### config.mk
export PLATFORM = sky130hd
export DESIGN_NAME = uart_tx_arbiter_flat
export DESIGN_NICKNAME = d
export VERILOG_FILES = /design/src/rtl/uart_tx_arbiter_if.sv /design/src/rtl/uart_tx_arbiter.sv /design/src/flat_wrapper.sv
export SDC_FILE = /design/constraint.sdc
export NUM_CORES = 1
export LEC_CHECK = 0
export BUFFER_PORTS_ARGS = -buffer_cell sky130_fd_sc_hd__buf_2
export CAP_MARGIN = 5
export CORE_MARGIN = 3
export CORE_UTILIZATION = 45
export CTS_CLUSTER_SIZE = 14
export DETAILED_ROUTE_END_ITERATION = 8
export HOLD_SLACK_MARGIN = 0.15
export PLACE_DENSITY = 0.76
export SKIP_LAST_GASP = 1
export SYNTH_ARGS = -nofsm -noshare
export SYNTH_HDL_FRONTEND = slang
export SYNTH_SLANG_ARGS = --single-unit
### constraint.sdc
create_clock -name clk -period 2.5 [get_ports clk]
set_clock_uncertainty 0.1 [all_clocks]
set_input_delay 0.25 -clock clk [delete_from_list [all_inputs] [get_ports clk]]
set_output_delay 0.25 -clock clk [all_outputs]
set_load 0.05 [all_outputs]
### src/rtl/uart_tx_arbiter_if.sv
// Requester/transmitter bundle for the shared UART TX arbiter.
// slave is the arbiter's view; master is the requesters-plus-serializer side.
interface uart_tx_arbiter_if #(
   parameter int N_REQ  = 4,
   parameter int DATA_W = 8
);
   localparam int GID_W = (N_REQ > 1) ? $clog2(N_REQ) : 1;

   logic [N_REQ-1:0]        req_valid;
   logic [N_REQ*DATA_W-1:0] req_data;
   logic [N_REQ-1:0]        req_last;
   logic [N_REQ-1:0]        req_ready;
   logic                    tx_start;
   logic [DATA_W-1:0]       tx_data;
   logic                    tx_busy;
   logic [GID_W-1:0]        grant_id;
   logic                    grant_active;
   logic                    err_ack_timeout;

   modport slave (
      input  req_valid, req_data, req_last, tx_busy,
      output req_ready, tx_start, tx_data, grant_id, grant_active, err_ack_timeout
   );

   modport master (
      output req_valid, req_data, req_last, tx_busy,
      input  req_ready, tx_start, tx_data, grant_id, grant_active, err_ack_timeout
   );
endinterface

### src/rtl/uart_tx_arbiter.sv
// Round-robin sharing of one UART transmitter among N_REQ byte streams; a grant
// lasts for a whole message (req_last) or MAX_BURST bytes, each byte acked via tx_busy.
//
// state     | meaning
// IDLE      | no grant; pick next valid requester after ptr
// ISSUE     | granted requester may hand over a byte once tx is idle
// WAIT_ACK  | tx_start pulsed, waiting for tx_busy to rise (bounded)
// WAIT_DONE | waiting for tx_busy to fall, then continue or release
module uart_tx_arbiter #(
   parameter int N_REQ       = 4,
   parameter int DATA_W      = 8,
   parameter int MAX_BURST   = 16,
   parameter int ACK_TIMEOUT = 8
) (
   input logic              clk,
   input logic              reset_btn_n,
   uart_tx_arbiter_if.slave bus
);
   localparam int GID_W   = (N_REQ > 1) ? $clog2(N_REQ) : 1;
   localparam int BURST_W = (MAX_BURST > 1) ? $clog2(MAX_BURST + 1) : 1;
   localparam int ACK_W   = (ACK_TIMEOUT > 1) ? $clog2(ACK_TIMEOUT) : 1;

   typedef enum logic [1:0] {
      IDLE      = 2'd0,
      ISSUE     = 2'd1,
      WAIT_ACK  = 2'd2,
      WAIT_DONE = 2'd3
   } state_t;

   state_t              state, state_nxt;
   logic [GID_W-1:0]    ptr, gid, pick, cand;
   logic                act, start_q, last_q, err_q;
   logic [DATA_W-1:0]   data_q, gnt_data;
   logic                gnt_valid, gnt_last;
   logic [BURST_W-1:0]  burst, burst_inc;
   logic [ACK_W-1:0]    ack_cnt;
   logic                do_grant, do_hs, do_done, do_release, do_timeout;

   // Descending scan so the nearest requester after ptr wins.
   always_comb begin
      pick = ptr;
      cand = ptr;
      for (int k = N_REQ; k >= 1; k--) begin
         cand = GID_W'((int'(ptr) + k) % N_REQ);
         if (bus.req_valid[cand]) pick = cand;
      end
   end

   always_comb begin
      gnt_data = '0;
      for (int i = 0; i < N_REQ; i++) begin
         if (gid == GID_W'(i)) gnt_data = bus.req_data[i*DATA_W +: DATA_W];
      end
   end

   assign gnt_valid = bus.req_valid[gid];
   assign gnt_last  = bus.req_last[gid];

   always_comb begin
      bus.req_ready = '0;
      for (int i = 0; i < N_REQ; i++) begin
         if (state == ISSUE && !bus.tx_busy && gid == GID_W'(i)) bus.req_ready[i] = 1'b1;
      end
   end

   always_ff @(posedge clk) begin
      if (!reset_btn_n) state <= IDLE;
      else              state <= state_nxt;
   end

   always_comb begin
      state_nxt  = state;
      do_grant   = 1'b0;
      do_hs      = 1'b0;
      do_done    = 1'b0;
      do_release = 1'b0;
      do_timeout = 1'b0;
      burst_inc  = (burst == '1) ? burst : burst + 1'b1;
      unique case (state)
         IDLE: begin
            if (|bus.req_valid) begin
               do_grant  = 1'b1;
               state_nxt = ISSUE;
            end
         end
         ISSUE: begin
            if (!gnt_valid) begin
               do_release = 1'b1;
               state_nxt  = IDLE;
            end else if (!bus.tx_busy) begin
               do_hs     = 1'b1;
               state_nxt = WAIT_ACK;
            end
         end
         WAIT_ACK: begin
            if (bus.tx_busy) begin
               state_nxt = WAIT_DONE;
            end else if (ack_cnt == '0) begin
               do_timeout = 1'b1;
               state_nxt  = WAIT_DONE;
            end
         end
         WAIT_DONE: begin
            if (!bus.tx_busy) begin
               do_done = 1'b1;
               if (last_q || (MAX_BURST != 0 && burst_inc == BURST_W'(MAX_BURST))) begin
                  do_release = 1'b1;
                  state_nxt  = IDLE;
               end else begin
                  state_nxt = ISSUE;
               end
            end
         end
         default: state_nxt = IDLE;
      endcase
   end

   always_ff @(posedge clk) begin
      if (!reset_btn_n) begin
         ptr     <= GID_W'(N_REQ - 1);
         gid     <= '0;
         act     <= 1'b0;
         start_q <= 1'b0;
         last_q  <= 1'b0;
         data_q  <= '0;
         err_q   <= 1'b0;
         burst   <= '0;
         ack_cnt <= '0;
      end else begin
         start_q <= do_hs;
         if (do_grant) begin
            gid   <= pick;
            act   <= 1'b1;
            burst <= '0;
         end
         // Ack timer counts down from ACK_TIMEOUT-1; terminal count is zero.
         if (do_hs) begin
            data_q  <= gnt_data;
            last_q  <= gnt_last;
            ack_cnt <= ACK_W'(ACK_TIMEOUT - 1);
         end else if (state == WAIT_ACK && ack_cnt != '0) begin
            ack_cnt <= ack_cnt - 1'b1;
         end
         if (do_timeout) err_q <= 1'b1;
         if (do_done)    burst <= burst_inc;
         if (do_release) begin
            act <= 1'b0;
            ptr <= gid;
         end
      end
   end

   assign bus.tx_start        = start_q;
   assign bus.tx_data         = data_q;
   assign bus.grant_id        = gid;
   assign bus.grant_active    = act;
   assign bus.err_ack_timeout = err_q;
endmodule
### src/flat_wrapper.sv
// flat-port wrapper written by rule: the top's interface ports become plain ports
module uart_tx_arbiter_flat 
#(
   parameter int N_REQ       = 4,
   parameter int DATA_W      = 8,
   parameter int MAX_BURST   = 16,
   parameter int ACK_TIMEOUT = 8
)
  (clk, reset_btn_n, bus_req_valid, bus_req_data, bus_req_last, bus_tx_busy, bus_req_ready, bus_tx_start, bus_tx_data, bus_grant_id, bus_grant_active, bus_err_ack_timeout);
  uart_tx_arbiter_if #(.N_REQ(N_REQ), .DATA_W(DATA_W)) bus_i ();
  input logic clk;
  input logic reset_btn_n;
  input wire logic [$bits(bus_i.req_valid)-1:0] bus_req_valid;
  input wire logic [$bits(bus_i.req_data)-1:0] bus_req_data;
  input wire logic [$bits(bus_i.req_last)-1:0] bus_req_last;
  input wire logic [$bits(bus_i.tx_busy)-1:0] bus_tx_busy;
  output wire logic [$bits(bus_i.req_ready)-1:0] bus_req_ready;
  output wire logic [$bits(bus_i.tx_start)-1:0] bus_tx_start;
  output wire logic [$bits(bus_i.tx_data)-1:0] bus_tx_data;
  output wire logic [$bits(bus_i.grant_id)-1:0] bus_grant_id;
  output wire logic [$bits(bus_i.grant_active)-1:0] bus_grant_active;
  output wire logic [$bits(bus_i.err_ack_timeout)-1:0] bus_err_ack_timeout;
  assign bus_i.req_valid = bus_req_valid;
  assign bus_i.req_data = bus_req_data;
  assign bus_i.req_last = bus_req_last;
  assign bus_i.tx_busy = bus_tx_busy;
  assign bus_req_ready = bus_i.req_ready;
  assign bus_tx_start = bus_i.tx_start;
  assign bus_tx_data = bus_i.tx_data;
  assign bus_grant_id = bus_i.grant_id;
  assign bus_grant_active = bus_i.grant_active;
  assign bus_err_ack_timeout = bus_i.err_ack_timeout;
  uart_tx_arbiter #(.N_REQ(N_REQ), .DATA_W(DATA_W), .MAX_BURST(MAX_BURST), .ACK_TIMEOUT(ACK_TIMEOUT)) u_core (.clk(clk), .reset_btn_n(reset_btn_n), .bus(bus_i));
endmodule
==> flow_metrics.py <==
metrics = {
    "worst_setup_path": {
        "end_kind": "flop",
        "crit_path_max_fanout": 6,
        "critPathLaunch": "u_core.burst[0]",
        "worst-setup-path-type": "flop to flop",
        "arrival_ps": 2020,
        "cp_data_required_time_ps": 2630,
        "timing.rr.start": "u_core.burst[0]",
        "start_kind": "flop",
    },
    "grt": {
        "antenna_found_initial": 0,
        "grt_pass1_wl_um": 5490,
        "grt_overflow": 0,
        "grt_max_degree": 23,
        "grt_use_total": 0.163,
        "grt_pass1_vias": 1269,
    },
    "yosys": {
        "synthFlopType": "dfxtp_1",
        "syn_area_per_cell_um2": 9.24,
        "ys_seq_elements": 26,
        "yosys_warnings": 0,
        "synth_cell_types": 37,
        "syn_nets": 212,
        "syn_inst": 166,
        "seq_area_frac_synth": 0.339,
        "syn_area_um2": 1530,
        "synth_edf_count": 0,
        "async_reset_ff_frac": 0,
    },
    "timing": {
        "drv_slew": 0,
        "setup_tns_ps": 0,
        "rsz0062_at_grt": "false",
        "relSlewSlack": 0.483,
        "fmax_ghz": 0.529,
        "whs_ps": 197,
        "min_period_ps": 1890,
        "worstMarginPinSlew_ps": 770,
        "finalSetupViolCount": 0,
        "hold_viol": 0,
        "period_share": 0.756,
    },
    "min_path": {
        "worstHoldPathType": "input port to flop",
        "min-delay-start": "bus_req_valid[3]",
    },
    "cts": {
        "clockBufferDepth": 2,
        "insertion_delay_ps": 320,
        "clockRootBuffer": "clkbuf_4",
        "post_cts_buffers": 0,
        "cts_tree": "yes",
        "numClockSinks": 26,
        "cts_htree_levels": 1,
        "clkTransAtPathRegs_ps": 140,
        "cts-buffers-inserted": 3,
    },
    "power_and_ir_drop": {
        "power_leakage_nw": 0.886,
        "ir_drop_v": 0.000395,
        "p_per_area_nw_per_um2": 559,
    },
    "placement": {
        "place_inst": 261,
        "post_dp_cell_area_um2": 1850,
        "port_buffers": 59,
        "gp_congestion": 0.731,
        "dp_hpwl_um": 2540,
    },
    "route": {
        "wl_per_cell_um": 12.5,
        "ant_nets": 0,
        "finalWirelength_um": 3330,
        "via_per_inst": 5.23,
        "first_pass_iters": 4,
        "vias": 1391,
        "drt_iter0_markers": 43,
        "drcViolationCount": 0,
    },
    "final_layout": {
        "final_cell_area_um2": 1900,
        "syn2layout_area_growth_pct": 23.7,
        "finalNonFillerCells": 266,
        "final_util": 0.602,
        "nNetsFinal": 269,
        "antenna_cells": 0,
        "drive_gt1_frac": 0.342,
    },
    "die": {
        "die_w_um": 64.4,
        "die_y_um": 64.4,
        "io_pins": 60,
        "core_area_um2": 3150,
        "die_area_um2": 4150,
        "initial_core_util": 0.487,
        "fp-row-count": 20,
    },
    "status": {
        "outcome": "finished, final reports clean",
    },
    "job": {
        "cap_violations": 0,
    },
}
## area by class of cell
| class | count | area (um2) |
|---|---|---|
| fillers | 312 | 1260 |
| multi-input cells | 121 | 931 |
| flip-flops and latches | 26 | 520 |
| repair buffers | 62 | 320 |
| well taps | 44 | 55.1 |
| clock buffers | 4 | 36.3 |
| inverters | 9 | 33.8 |
## Yosys cell counts (4+ instances only)
cell      instances  share of area
mux4_1            4          0.069
mux2i_1          12          0.078
a21oi_1          14          0.046
nand2_1          12          0.029
mux4_2            6          0.088
dfxtp_1          26           0.34
nand2b_1          4          0.016
inv_1             9          0.022
o21ai_0          10          0.033
nor2_1           24          0.059
clkbuf_1          5          0.012
## worst max-delay path, stage by stage, from the launching register on
cell and delay (ps):
dfxtp_1 440, ha_1 260, nand4_1 260, mux2i_1 220
o2bb2ai_1 120, or2_1 280, o211a_1 130
## flip-flops by register name (all words and copies together), names as in the netlist, named ones only
name                        count
u_core.state                    1
u_core.bus.tx_start             1
u_core.bus.err_ack_timeout      1
u_core.ack_cnt                  3
u_core.bus.grant_active         1
u_core.bus.grant_id             2
u_core.last_q                   1
u_core.ptr                      2
u_core.bus.tx_data              8
u_core.burst                    5
## through the flow
stage          setup slack, ps  total power, mW
2_1_floorplan             95.1            0.776
3_3_place_gp               693            0.853
3_5_place_dp               646            0.858
4_1_cts                    619             1.07
5_1_grt                    371             1.13
6_report                   611             1.06
## worst paths after layout
kind,end,slack (ps),cells past startpoint
worst min-delay path,u_core.bus.grant_id[0],200,3
worst max-delay path,u_core.bus.grant_active,610,6
worst max register to register,u_core.bus.grant_active,610,6
worst min register to register,u_core.bus.err_ack_timeout,390,2
## cells in the final DEF (no fill, tap or decap), drive strengths merged
master	instances
a21oi	14
nor4b	1
nand4	2
or2	1
nor3b	1
o311ai	1
ha	3
and2	1
clkbuf	4
o21ai	10
dfxtp	26
a31oi	2
nand2b	5
inv	9
nor2	24
mux2i	12
and3b	2
or3	1
o211ai	3
a2bb2oi	1
o2bb2ai	1
xnor2	2
nand2	12
dlygate4sd3	1
mux4	10
o22ai	2
buf	61
nand3	3
o211a	1
a32oi	1
a22oi	1
nor4	3
nor3	1
## where the power goes
part	switching, mW	internal, mW
Clock	0.124	0.0890
Sequential	0.0298	0.448
Combinational	0.212	0.158
## what timing repair did
| action | 4_1_cts | 5_1_grt |
|---|---|---|
| hold buffers | 1 | 0 |
| resized for setup | 0 | 0 |
| hold endpoints to repair | 4 | 0 |
## cell families after synthesis
kind of cell | count (synthesis) | synth area share
xor gates and xnor gates | 2 | 0.0114
muxes | 22 | 0.235
AOI/OAI and AO/OA | 37 | 0.144
DFF | 26 | 0.339
buffers and inverters | 19 | 0.0620
adders and majority gates | 3 | 0.0245
and+or+nand+nor | 57 | 0.184
## layer usage
| metal | global-route usage | part of all wire | up-vias |
|---|---|---|---|
| met4 | 0.0449 | 0.010 | 0 |
| met3 | 0.0334 | 0.067 | 4 |
| met1 | 0.218 | 0.44 | 630 |
| met2 | 0.268 | 0.48 | 44 |
| met5 | 0 | 0 | - |
| li1 | - | - | 713 |
Power figures use the tool's default switching activity.
